File: src/rtl/uart_tx_fifo.sv
// Byte FIFO and issue controller feeding a UART transmitter.
// Buffers up to 2**DEPTH_LOG2 bytes from a bus-side writer and drains them
// one at a time over the transmitter's go/ready handshake.
// Ports:
//   i_clk, i_rst     clock, synchronous active-low reset
//   i_wr, i_wdata    write strobe and byte
//   o_full, o_empty  registered occupancy flags
//   o_count          registered occupancy 0..DEPTH
//   o_overflow       sticky flag, set when a write is dropped
//   i_tx_ready       transmitter idle and able to accept a byte
//   o_tx_go          single-cycle issue request
//   o_tx_data        byte being issued, held after the request
module uart_tx_fifo #(
    parameter int unsigned DEPTH_LOG2 = 4
) (
    input  logic                  i_clk,
    input  logic                  i_rst,
    input  logic                  i_wr,
    input  logic [7:0]            i_wdata,
    output logic                  o_full,
    output logic                  o_empty,
    output logic [DEPTH_LOG2:0]   o_count,
    output logic                  o_overflow,
    input  logic                  i_tx_ready,
    output logic                  o_tx_go,
    output logic [7:0]            o_tx_data
);

    localparam int unsigned DEPTH = 2 ** DEPTH_LOG2;
    localparam int unsigned PW    = DEPTH_LOG2;
    localparam int unsigned CW    = DEPTH_LOG2 + 1;

    typedef enum logic [1:0] {
        S_IDLE       = 2'd0,
        S_WAIT_BUSY  = 2'd1,
        S_WAIT_READY = 2'd2
    } state_t;

    logic [7:0]    r_mem [DEPTH];
    logic [PW-1:0] r_wptr;
    logic [PW-1:0] r_rptr;
    logic [CW-1:0] r_count;
    logic          r_full;
    logic          r_empty;
    logic          r_overflow;
    logic          r_tx_go;
    logic [7:0]    r_tx_data;
    state_t        r_state;

    state_t        w_state_next;
    logic          w_pop;
    logic          w_wr_acc;
    logic          w_nonempty;
    logic [CW-1:0] w_count_next;

    // A full FIFO drops the write even if a pop happens on the same edge.
    assign w_wr_acc   = i_wr & ~r_full;
    assign w_nonempty = (r_count != '0);

    // Issue FSM: next state and pop decision.
    always_comb begin
        w_state_next = r_state;
        w_pop        = 1'b0;
        case (r_state)
            S_IDLE: begin
                if (i_tx_ready && w_nonempty) begin
                    w_pop        = 1'b1;
                    w_state_next = S_WAIT_BUSY;
                end
            end
            S_WAIT_BUSY: begin
                if (!i_tx_ready) begin
                    w_state_next = S_WAIT_READY;
                end
            end
            S_WAIT_READY: begin
                if (i_tx_ready) begin
                    if (w_nonempty) begin
                        w_pop        = 1'b1;
                        w_state_next = S_WAIT_BUSY;
                    end else begin
                        w_state_next = S_IDLE;
                    end
                end
            end
            default: w_state_next = S_IDLE;
        endcase
    end

    // Occupancy after this edge; flags derive from it so they track o_count.
    always_comb begin
        w_count_next = r_count;
        if (w_wr_acc && !w_pop) begin
            w_count_next = r_count + CW'(1);
        end else if (w_pop && !w_wr_acc) begin
            w_count_next = r_count - CW'(1);
        end
    end

    // FSM state register.
    always_ff @(posedge i_clk) begin
        if (!i_rst) begin
            r_state <= S_IDLE;
        end else begin
            r_state <= w_state_next;
        end
    end

    // Pointers, occupancy, flags and transmitter outputs.
    always_ff @(posedge i_clk) begin
        if (!i_rst) begin
            r_wptr     <= '0;
            r_rptr     <= '0;
            r_count    <= '0;
            r_full     <= 1'b0;
            r_empty    <= 1'b1;
            r_overflow <= 1'b0;
            r_tx_go    <= 1'b0;
            r_tx_data  <= 8'h00;
        end else begin
            r_count <= w_count_next;
            r_full  <= (w_count_next == CW'(DEPTH));
            r_empty <= (w_count_next == '0);
            r_tx_go <= w_pop;
            if (w_wr_acc) begin
                r_wptr <= r_wptr + PW'(1);
            end
            if (i_wr && r_full) begin
                r_overflow <= 1'b1;
            end
            if (w_pop) begin
                r_tx_data <= r_mem[r_rptr];
                r_rptr    <= r_rptr + PW'(1);
            end
        end
    end

    // Storage array; contents are deliberately left unreset.
    always_ff @(posedge i_clk) begin
        if (i_rst && w_wr_acc) begin
            r_mem[r_wptr] <= i_wdata;
        end
    end

    assign o_full     = r_full;
    assign o_empty    = r_empty;
    assign o_count    = r_count;
    assign o_overflow = r_overflow;
    assign o_tx_go    = r_tx_go;
    assign o_tx_data  = r_tx_data;

endmodule

File: config.mk
export PLATFORM = sky130hd
export DESIGN_NAME = uart_tx_fifo
export DESIGN_NICKNAME = d
export VERILOG_FILES = /design/src/rtl/uart_tx_fifo.sv
export SDC_FILE = /design/constraint.sdc
export NUM_CORES = 1
export LEC_CHECK = 0
export ABC_AREA = 1
export BUFFER_PORTS_ARGS = -buffer_cell sky130_fd_sc_hd__buf_2
export CAP_MARGIN = 10
export CORE_UTILIZATION = 41
export CTS_CLUSTER_DIAMETER = 120
export DETAILED_ROUTE_END_ITERATION = 7
export GPL_TIMING_DRIVEN = 1
export PLACE_DENSITY_LB_ADDON = 0.05
export SLEW_MARGIN = 20
export SYNTH_ARGS = -nofsm -noshare
export SYNTH_HDL_FRONTEND = slang
export SYNTH_SLANG_ARGS = --single-unit
File: constraint.sdc
create_clock -name i_clk -period 1.5 [get_ports i_clk]
set_input_delay 0.075 -clock i_clk [delete_from_list [all_inputs] [get_ports i_clk]]
set_output_delay 0.075 -clock i_clk [all_outputs]
set_load 0.005 [all_outputs]
### Yosys cells after proc, flatten, opt, wreduce, memory -nomap -nowiden

Memory sizes are Yosys's and may differ from the RTL's. A register that Yosys moved wholly into a read port is not among the register bits.
Cells that the tools add are included.

| storage, ports and cells | value |
|---|---|
| register bits after elaboration | 19 |
| RAM bits | 128 |
| bits of input ports | 12 |
| output and inout bits | 17 |
| word-level logic and storage cells | 46 |
| memories kept | 1 |

| operators by class | value |
|---|---|
| $add $sub $neg | 4 |
| equal/unequal tests | 6 |
| muxes and demuxes | 13 |
| bitwise gates (word level) | 2 |
| reduce and logical (&&, ||, !) cells | 12 |

Memories:

| name | words | width | rd ports | clocked after Yosys merged registers in | write ports | RTL line | source |
|---|---|---|---|---|---|---|---|
| r_mem | 16 | 8 | 1 | 1 | 1 | 39 | `logic [7:0] r_mem [DEPTH];` |

Operators by type and width:

| operator | number |
|---|---|
| $mux W5 | 2 |
| $add A4 B1 Y4 const B | 2 |
| $mux W1 | 6 |
| $mux W2 | 3 |
| $ne A2 B2 Y1 const B | 3 |
| $pmux W2 S3 | 1 |
| $add A5 B1 Y5 const B | 1 |
| $eq A5 B5 Y1 const B | 1 |
| $logic_and A1 B1 Y1 | 5 |
| $logic_not A5 Y1 | 1 |
| $reduce_bool A5 Y1 | 1 |
| $sub A5 B1 Y5 const B | 1 |
| $logic_not A1 Y1 | 3 |
| $reduce_and A3 Y1 | 1 |
| $eq A2 B1 Y1 const B | 1 |
| $eq A2 B2 Y1 const B | 1 |
| $logic_not A2 Y1 | 1 |
| $pmux W1 S2 | 1 |
| $and A1 B1 Y1 | 1 |
| $not A1 Y1 | 1 |

### Logic depth before layout (Yosys ltp)

Gate-level depths: netlist of run 1.

| depth | value |
|---|---|
| depth in word-level cells | 8 |
| gate-level depth with buffers | 14 |
| depth with buffers taken out | 13 |

### Least setup slack after synthesis of run 1

Ideal clock, no wire load.

| timing | value |
|---|---|
| path kind | reg-to-reg |
| from | register r_count[0], in the netlist o_count[0] |
| to | register r_rptr[3] |
| arrival time | 1.470 ns |
| required time | 1.385 ns |
| setup slack | -0.084 ns |
| cell stages (with the launch flop) | 11 |
| buffers on the path | 1 |
| period minus slack after synthesis | 1.584 ns |
| path through | dfxtp_1 inv_1 ha_1 inv_1 nor2_1 nand2_4 nand2_4 buf_6 nor4_1 a21oi_1 o21a_1 |

| on the way | value |
|---|---|
| word-level cells in the longest chain between the ends | 4 |
| elaborated cells between the ends (all ways) | 6 |

RTL lines:

| element | RTL line | source |
|---|---|---|
| start: declaration | 42 | `logic [CW-1:0] r_count;` |
| start signal: assignment | 121 | `r_count <= w_count_next;` |
| $reduce_bool A5 Y1 (*) | 58 | `assign w_nonempty = (r_count != '0);` |
| $mux W1 or $logic_and A1 B1 Y1 (tied branches) | 78, 66 |  |
| $mux W1, on equally long branches | 77, 66 |  |
| $pmux W1 S2 (*) | 64 | `case (r_state)` |
| end signal: assignment | 133 | `r_rptr <= r_rptr + PW'(1);` |
| end: declaration | 41 | `logic [PW-1:0] r_rptr;` |

Mark *: on every way between the ends. The rest lies on a longest branch, timed or not.
A chain may end at the register's enable or synchronous reset.

==> results.txt, run 1 <==
----------------------------------------------------
[Status]
  Run status ... complete, but fails checks
  Failing checks ... setup timing

[Finish]
  Summed area of non-filler cells in the final layout ... 7880 µm²
  Commonest non-fill, non-tap cell in the layout ... edfxtp_1
  Number of nets in the finished design ... 664
  Area growth syn-to-layout ... 23.1%
  Antenna cells ... 0
  Layout fillers ... 1370
  Proportion of layout cells with a drive suffix above 1 ... 22.7%
  Top library cells by usage in the layout, fill and taps aside ... edfxtp_1 (128), nor2_1 (125), o21ai_0 (51)

[Detailed routing]
  Routed len/inst ... 19.5 µm
  Pre-Repair DR Iteration Count ... 5
  Iter 0 DRT Violations ... 276
  Via count of the routed design ... 4476
  ANT nets after route ... 0
  Number of design rule violations left after detail routing ... 0
  Post-detailed-routing wire length ... 16500 µm
  DR vias/cell ... 5.30

[Power and ir drop]
  Leakage power ... 0.00287 µW
  Fraction of power consumed by sequential logic ... 40.3%
  Peak VDD IR ... 839 µV
  Net switching component of the power ... 4110 µW
  Internal power summed over all cells ... 8510 µW
  Total design power ... 12600 µW
  Comb pwr share ... 30.1%
  Sw frac ... 32.6%
  Fraction of power consumed by the clock network ... 29.6%
  Total power divided by cell area ... 1600 nW/µm²

[Clocking]
  Root buffer cell ... clkbuf_16
  Clock latency at the later pin of the worst-skew pair ... 420 ps
  Maximum buffer depth of the clock tree ... 2
  CTS tree ... done
  Deepest level of the CTS H-tree ... 4
  TritonCTS Sinks ... 155
  Number of buffers added by the clock tree synthesis step ... 17
  Clk slew on worst S/H paths ... 60 ps

[Floorplan]
  Area of the die ... 16100 µm²
  Starting density of the core ... 42.1%
  Number of cell rows ... 45
  Vertical die dimension ... 127 µm
  DIE WIDTH ... 127 µm
  Core ar. ... 15200 µm²
  Number of ports placed on the die boundary ... 29

[Yosys]
  Number of nets produced by synthesis ... 594
  Number of unique standard cell types used by synthesis ... 27
  Top cell type's share of synthesized area ... 60.1%
  Syn_area_per_cell ... 11.1 µm²
  Number of synthesized register bits ... 155
  Most frequently used flop master after synthesis ... edfxtp_1
  Netlist area before placement ... 6400 µm²
  Library cell occupying the most area in the post-synthesis netlist ... edfxtp_1
  Gate count of the mapped netlist ... 574
  Number of warnings issued by yosys ... 0
  Asr flop ratio synth ... 0%
  Number of flops mapped to enable cells by yosys ... 128
  Sequential area share after synthesis ... 68.5%
  Top area cells in the synthesized netlist ... edfxtp_1 (60%), dfxtp_1 (8.4%), nor2_1 (8.0%)

[STA]
  Transition time at the pin with the least slew margin ... 461 ps
  Time the worst path needs with I/O delays and setup ... 1530 ps
  Worst clock skew ... 8.18 ps
  Max-slew violation total from the final report ... 0
  Fin crit share ... 102%
  Worst max-slew margin expressed relative to the limit ... 69.3%
  Worst Setup Slack, final ... -32.3 ps
  Achievable clock frequency ... 0.653 GHz
  Final-report hold violation count ... 0
  Final setup violation count ... 1
  Unrepaired setup endpoints after global routing ... yes

[GRT]
  Total global routing track utilization ... 21.5%
  First-pass GRT wire length ... 24900 µm
  Overflow left after global routing ... 0
  Vias in the first global route ... 4263
  Maximum number of pins on one net before global-route repair ... 37
  Antenna violations before repair ... 0

[Flow run]
  Number of max-cap violations ... 0

[Worst setup path]
  Type of the worst setup path ... reg -> reg
  Worst-case register-to-register setup slack ... -30 ps
  Startpoint class of the critical path ... flip-flop
  Worst Path Arrival ... 1900 ps
  Required arrival time at the worst endpoint ... 1870 ps
  Crit Path Max Fanout ... 16
  Kind of end point of the critical path ... flip-flop

[Placed design]
  Port bufs ... 28
  Routability congestion estimate from global placement ... 0.774
  Post-placement cell area ... 7080 µm²
  DP HPWL ... 10400 µm
  Worst setup timing slack at the placement stage ... -86.9 ps

[Min path]
  HP Class ... in -> reg

----------------------------------------------------
## stage by stage
stage          util [%]  std cells  hold WS, ps  setup TNS (ps)
5_1_grt            51.8        845         73.1            -829
3_3_place_gp       46.6        803          270            -277
3_5_place_dp       46.6        803          278            -268
4_1_cts            50.8        842         66.8               0
6_report           51.8        845         77.3           -32.3
2_1_floorplan         -        574          152           -4260
## synth_stat cells (2+ instances only)
library cell  instances
clkinv_1              2
nand2_1              39
o21ai_0              69
o211ai_1             32
ha_1                  8
nand4_1               2
nand3_1              43
nor2_1              136
a21oi_1              13
xor2_1                2
clkbuf_1             12
edfxtp_1            128
inv_2                 2
inv_1                27
nor3_1                3
dfxtp_1              27
buf_2                14
nand2_4               2
nand3_2               2
nor2_2                4
## cell type report
cell class                 count  area, µm²  area share [%]
sequential                   155       4390            55.7
multi-input combinational    359       1900            24.2
timing repair buffer          80        718            9.12
clock buffer                  19        433            5.49
tap                          188        235            2.99
inverter                      31        119            1.51
clock inverter                13       77.6           0.985
## registers in the layout, indices dropped and copies added, names as in the netlist
signal / flops
r_rptr: 4
o_empty: 1
o_tx_go: 1
o_full: 1
r_wptr: 4
r_state: 2
o_count: 5
o_tx_data: 8
r_mem: 128
o_overflow: 1
## cells by family after synthesis
kind of cell / synth area share, %
compound gates: 10.3
xor+xnor: 0.411
fa+ha+maj: 1.56
buf+inv: 3.93
flops: 68.5
simple gates: 15.3
## path summary, 6_finish.rpt
path | endpoint | startpoint | depth (start not counted)
worst max-delay path | o_tx_data[3] | r_rptr[0] | 8
worst min-delay path | r_mem[15][1] | i_wdata[1] | 1
worst max register to register | o_tx_data[3] | r_rptr[0] | 8
worst min register to register | o_overflow | o_overflow | 2
## power by group through the flow
stage	combinational [µW]	sequential [µW]	clock, µW
2_1_floorplan	2000	5100	0
5_1_grt	4190	5100	4000
4_1_cts	3510	5080	3820
3_5_place_dp	3260	5150	0
3_3_place_gp	3270	5140	0
6_report	3790	5090	3740
## worst max-delay path, stage by stage (launching register included)
cell and delay (ps):
dfxtp_4 380, inv_4 130, buf_12 160, nor2_1 50
o211ai_1 310, nand3_1 220, nand3_1 130, nand2_1 50
inv_1 50
## repair_timing
action	in CTS	in global routing
endpoints found under the setup margin	6	41
endpoints found under the hold margin	5	0
gates cloned	1	2
hold buffers	3	0
gates resized for setup	15	39
pin swaps	11	21
buffers inserted	3	1
## routing by layer
layer  share of wire (%)  track usage (%)
met4                 1.8             7.35
met2                  47             33.7
met3                 3.6             4.81
met1                  47             29.4
met5                   0                0
No activity file was read; power rests on OpenSTA's default activity.
==> inputs of run 2 (changes only) <==
CTS_BUF_LIST = sky130_fd_sc_hd__clkbuf_4   (was unset)
==> run 2 against run 1 <==
  * The flow still finishes with violations (setup timing)
  * Sequential share of layout area is 1.1 points higher
  * Wire length grew 1.8%
  * Clock-buffer cell count is the same
  * Sequential cell count stayed put
  * Worst hold slack improved by 150 ps
  * Die area stayed put
  * Critical path depth did not move
  * Setup slack improved by 1.5 ps
  * Core utilization shrank 0.96 points
  * Critical endpoint unchanged
==> results.txt, run 2 (synthesis results as in run 1) <==
----------------------------------------------------
[Floorplan]
  DIE WIDTH ... 127 µm (unchanged)
  Core ar. ... 15200 µm² (unchanged)
  Starting density of the core ... 42.1% (unchanged)
  Number of ports placed on the die boundary ... 29 (unchanged)
  Vertical die dimension ... 127 µm (unchanged)
  Number of cell rows ... 45 (unchanged)
  Area of the die ... 16100 µm² (unchanged)

[Clocking]
  CTS tree ... done
  TritonCTS Sinks ... 155 (unchanged)
  Deepest level of the CTS H-tree ... 4 (unchanged)
  Clk slew on worst S/H paths ... 120 ps (+60 ps)
  Maximum buffer depth of the clock tree ... 2 (unchanged)
  Root buffer cell ... clkbuf_4
  Number of buffers added by the clock tree synthesis step ... 17 (unchanged)
  Clock latency at the later pin of the worst-skew pair ... 560 ps (+140 ps)

[GRT]
  Total global routing track utilization ... 21.5% (+0.028 points)
  First-pass GRT wire length ... 24800 µm (-0.47%)
  Maximum number of pins on one net before global-route repair ... 37 (unchanged)
  Antenna violations before repair ... 1 (+1)
  Overflow left after global routing ... 0 (unchanged)
  Vias in the first global route ... 4275 (+0.28%)

[STA]
  Final-report hold violation count ... 0 (unchanged)
  Worst hold slack ... 226 ps (+149 ps)
  Worst Setup Slack, final ... -30.7 ps (+1.55 ps)
  Worst max-slew margin expressed relative to the limit ... 68.7% (-0.58 points)
  Max-slew violation total from the final report ... 0 (unchanged)
  Achievable clock frequency ... 0.653 GHz (+0.10%)
  Transition time at the pin with the least slew margin ... 469 ps (+8.72 ps)
  Time the worst path needs with I/O delays and setup ... 1530 ps (-1.55 ps)
  Worst clock skew ... 14.2 ps (+5.98 ps)
  Final setup violation count ... 1 (unchanged)
  Fin crit share ... 102% (-0.10 points)
  Unrepaired setup endpoints after global routing ... yes

[Placed design]
  Placed cells ... 803 (unchanged)
  Port bufs ... 28 (unchanged)
  Routability congestion estimate from global placement ... 0.774 (unchanged)
  DP HPWL ... 10400 µm (unchanged)

[Detailed routing]
  DR vias/cell ... 5.25 (-0.85%)
  Routed len/inst ... 19.6 µm (+0.37%)
  Pre-Repair DR Iteration Count ... 7 (+2)
  Number of design rule violations left after detail routing ... 0 (unchanged)
  Iter 0 DRT Violations ... 295 (+6.9%)
  Via count of the routed design ... 4501 (+0.56%)
  Post-detailed-routing wire length ... 16800 µm (+1.8%)
  ANT nets after route ... 0 (unchanged)

[Worst setup path]
  Worst Path Arrival ... 2050 ps (+150 ps)
  Required arrival time at the worst endpoint ... 2020 ps (+150 ps)
  Type of the worst setup path ... reg -> reg
  Startpoint class of the critical path ... flip-flop
  Kind of end point of the critical path ... flip-flop
  Crit Path Max Fanout ... 16 (unchanged)

[Power and ir drop]
  Total power divided by cell area ... 1440 nW/µm² (-10%)
  Leakage power ... 0.00281 µW (-2.3%)
  Peak VDD IR ... 657 µV (-22%)

[Finish]
  Top library cells by usage in the layout, fill and taps aside ... edfxtp_1 (128), nor2_1 (123), o21ai_0 (51)
  Post-route non-filler standard cell count ... 857 (+1.4%)
  Register bank with the most flops ... r_mem
  Number of nets in the finished design ... 675 (+1.7%)
  Commonest non-fill, non-tap cell in the layout ... edfxtp_1
  Flip-flop count of the largest register, all copies and words added ... 128 (unchanged)
  Utilization after layout ... 50.9% (-0.96 points)
  Proportion of layout cells with a drive suffix above 1 ... 23.5% (+0.82 points)
  Area growth syn-to-layout ... 20.8%

[Status]
  Failing checks ... setup timing
  Run status ... complete, but fails checks

[Min path]
  HP Class ... in -> reg

[Flow run]
  Number of max-cap violations ... 0 (unchanged)

----------------------------------------------------
## run 2: cell count changes in the layout (fill, tap and decap cells not counted), sizes merged
cell / change
clkbuf: +1
diode: +1
buf: +2
dlygate4sd3: +8
## run 2: final timing paths
path	startpoint	end	slack, ps	cells past startpoint
max reg2reg	r_rptr[0]	o_tx_data[3]	-30	8
min	i_tx_ready	r_state[1]	230	3
min reg2reg	o_overflow	o_overflow	490	2
max	r_rptr[0]	o_tx_data[3]	-30	8
## run 2: final cells by class
class	count	area, µm²
Clock inverter	13	77.6
Inverter	31	121
Timing Repair Buffer	91	846
Tap cell	188	235
Antenna cell	1	2.50
Fill cell	1397	7470
Multi-Input combinational cell	359	1920
Sequential cell	155	4390
Clock buffer	19	143
## run 2: repair_timing
action                                  in CTS  in global routing
hold buffers                                11                  0
resized for setup                           15                 45
pin swaps                                   11                 23
setup buffers                                3                  2
endpoints found under the setup margin       7                 46
endpoints found under the hold margin      139                  0
gates cloned                                 1                  4
## run 2: critical path, cell delays in order (launching register included)
cell	delay, ps
dfxtp_4	420
inv_6	120
buf_12	150
nor2_1	50
o211ai_1	310
nand3_1	220
nand3_1	130
nand2_1	50
inv_1	40
## run 2: stage by stage
| stage | setup slack [ps] | cell area [µm²] | total power [µW] | setup TNS (ps) |
|---|---|---|---|---|
| after floorplan | -54.0 | 6410 | 7100 | -4260 |
| after global placement | -74.6 | 7080 | 8410 | -277 |
| after detailed placement | -86.9 | 7080 | 8410 | -268 |
| after CTS | -14.3 | 7520 | 10800 | -28.8 |
| after global routing | -101 | 7730 | 11800 | -601 |
| final | -30.7 | 7730 | 11100 | -30.7 |
## run 2: power by group
group / internal (µW) / switching [µW]
clock network: 664 / 1440
registers: 4870 / 209
logic: 1630 / 2300
total: 7170 / 3950
## run 2: metal layers
layer  vias to the layer above  wire, µm  GRT usage (%)
met2                        85      7930           34.4
met4                         0       294           7.00
met3                        19       671           5.23
li1                       2189         -              -
met1                      2208      7870           28.8
met5                         -         0              0
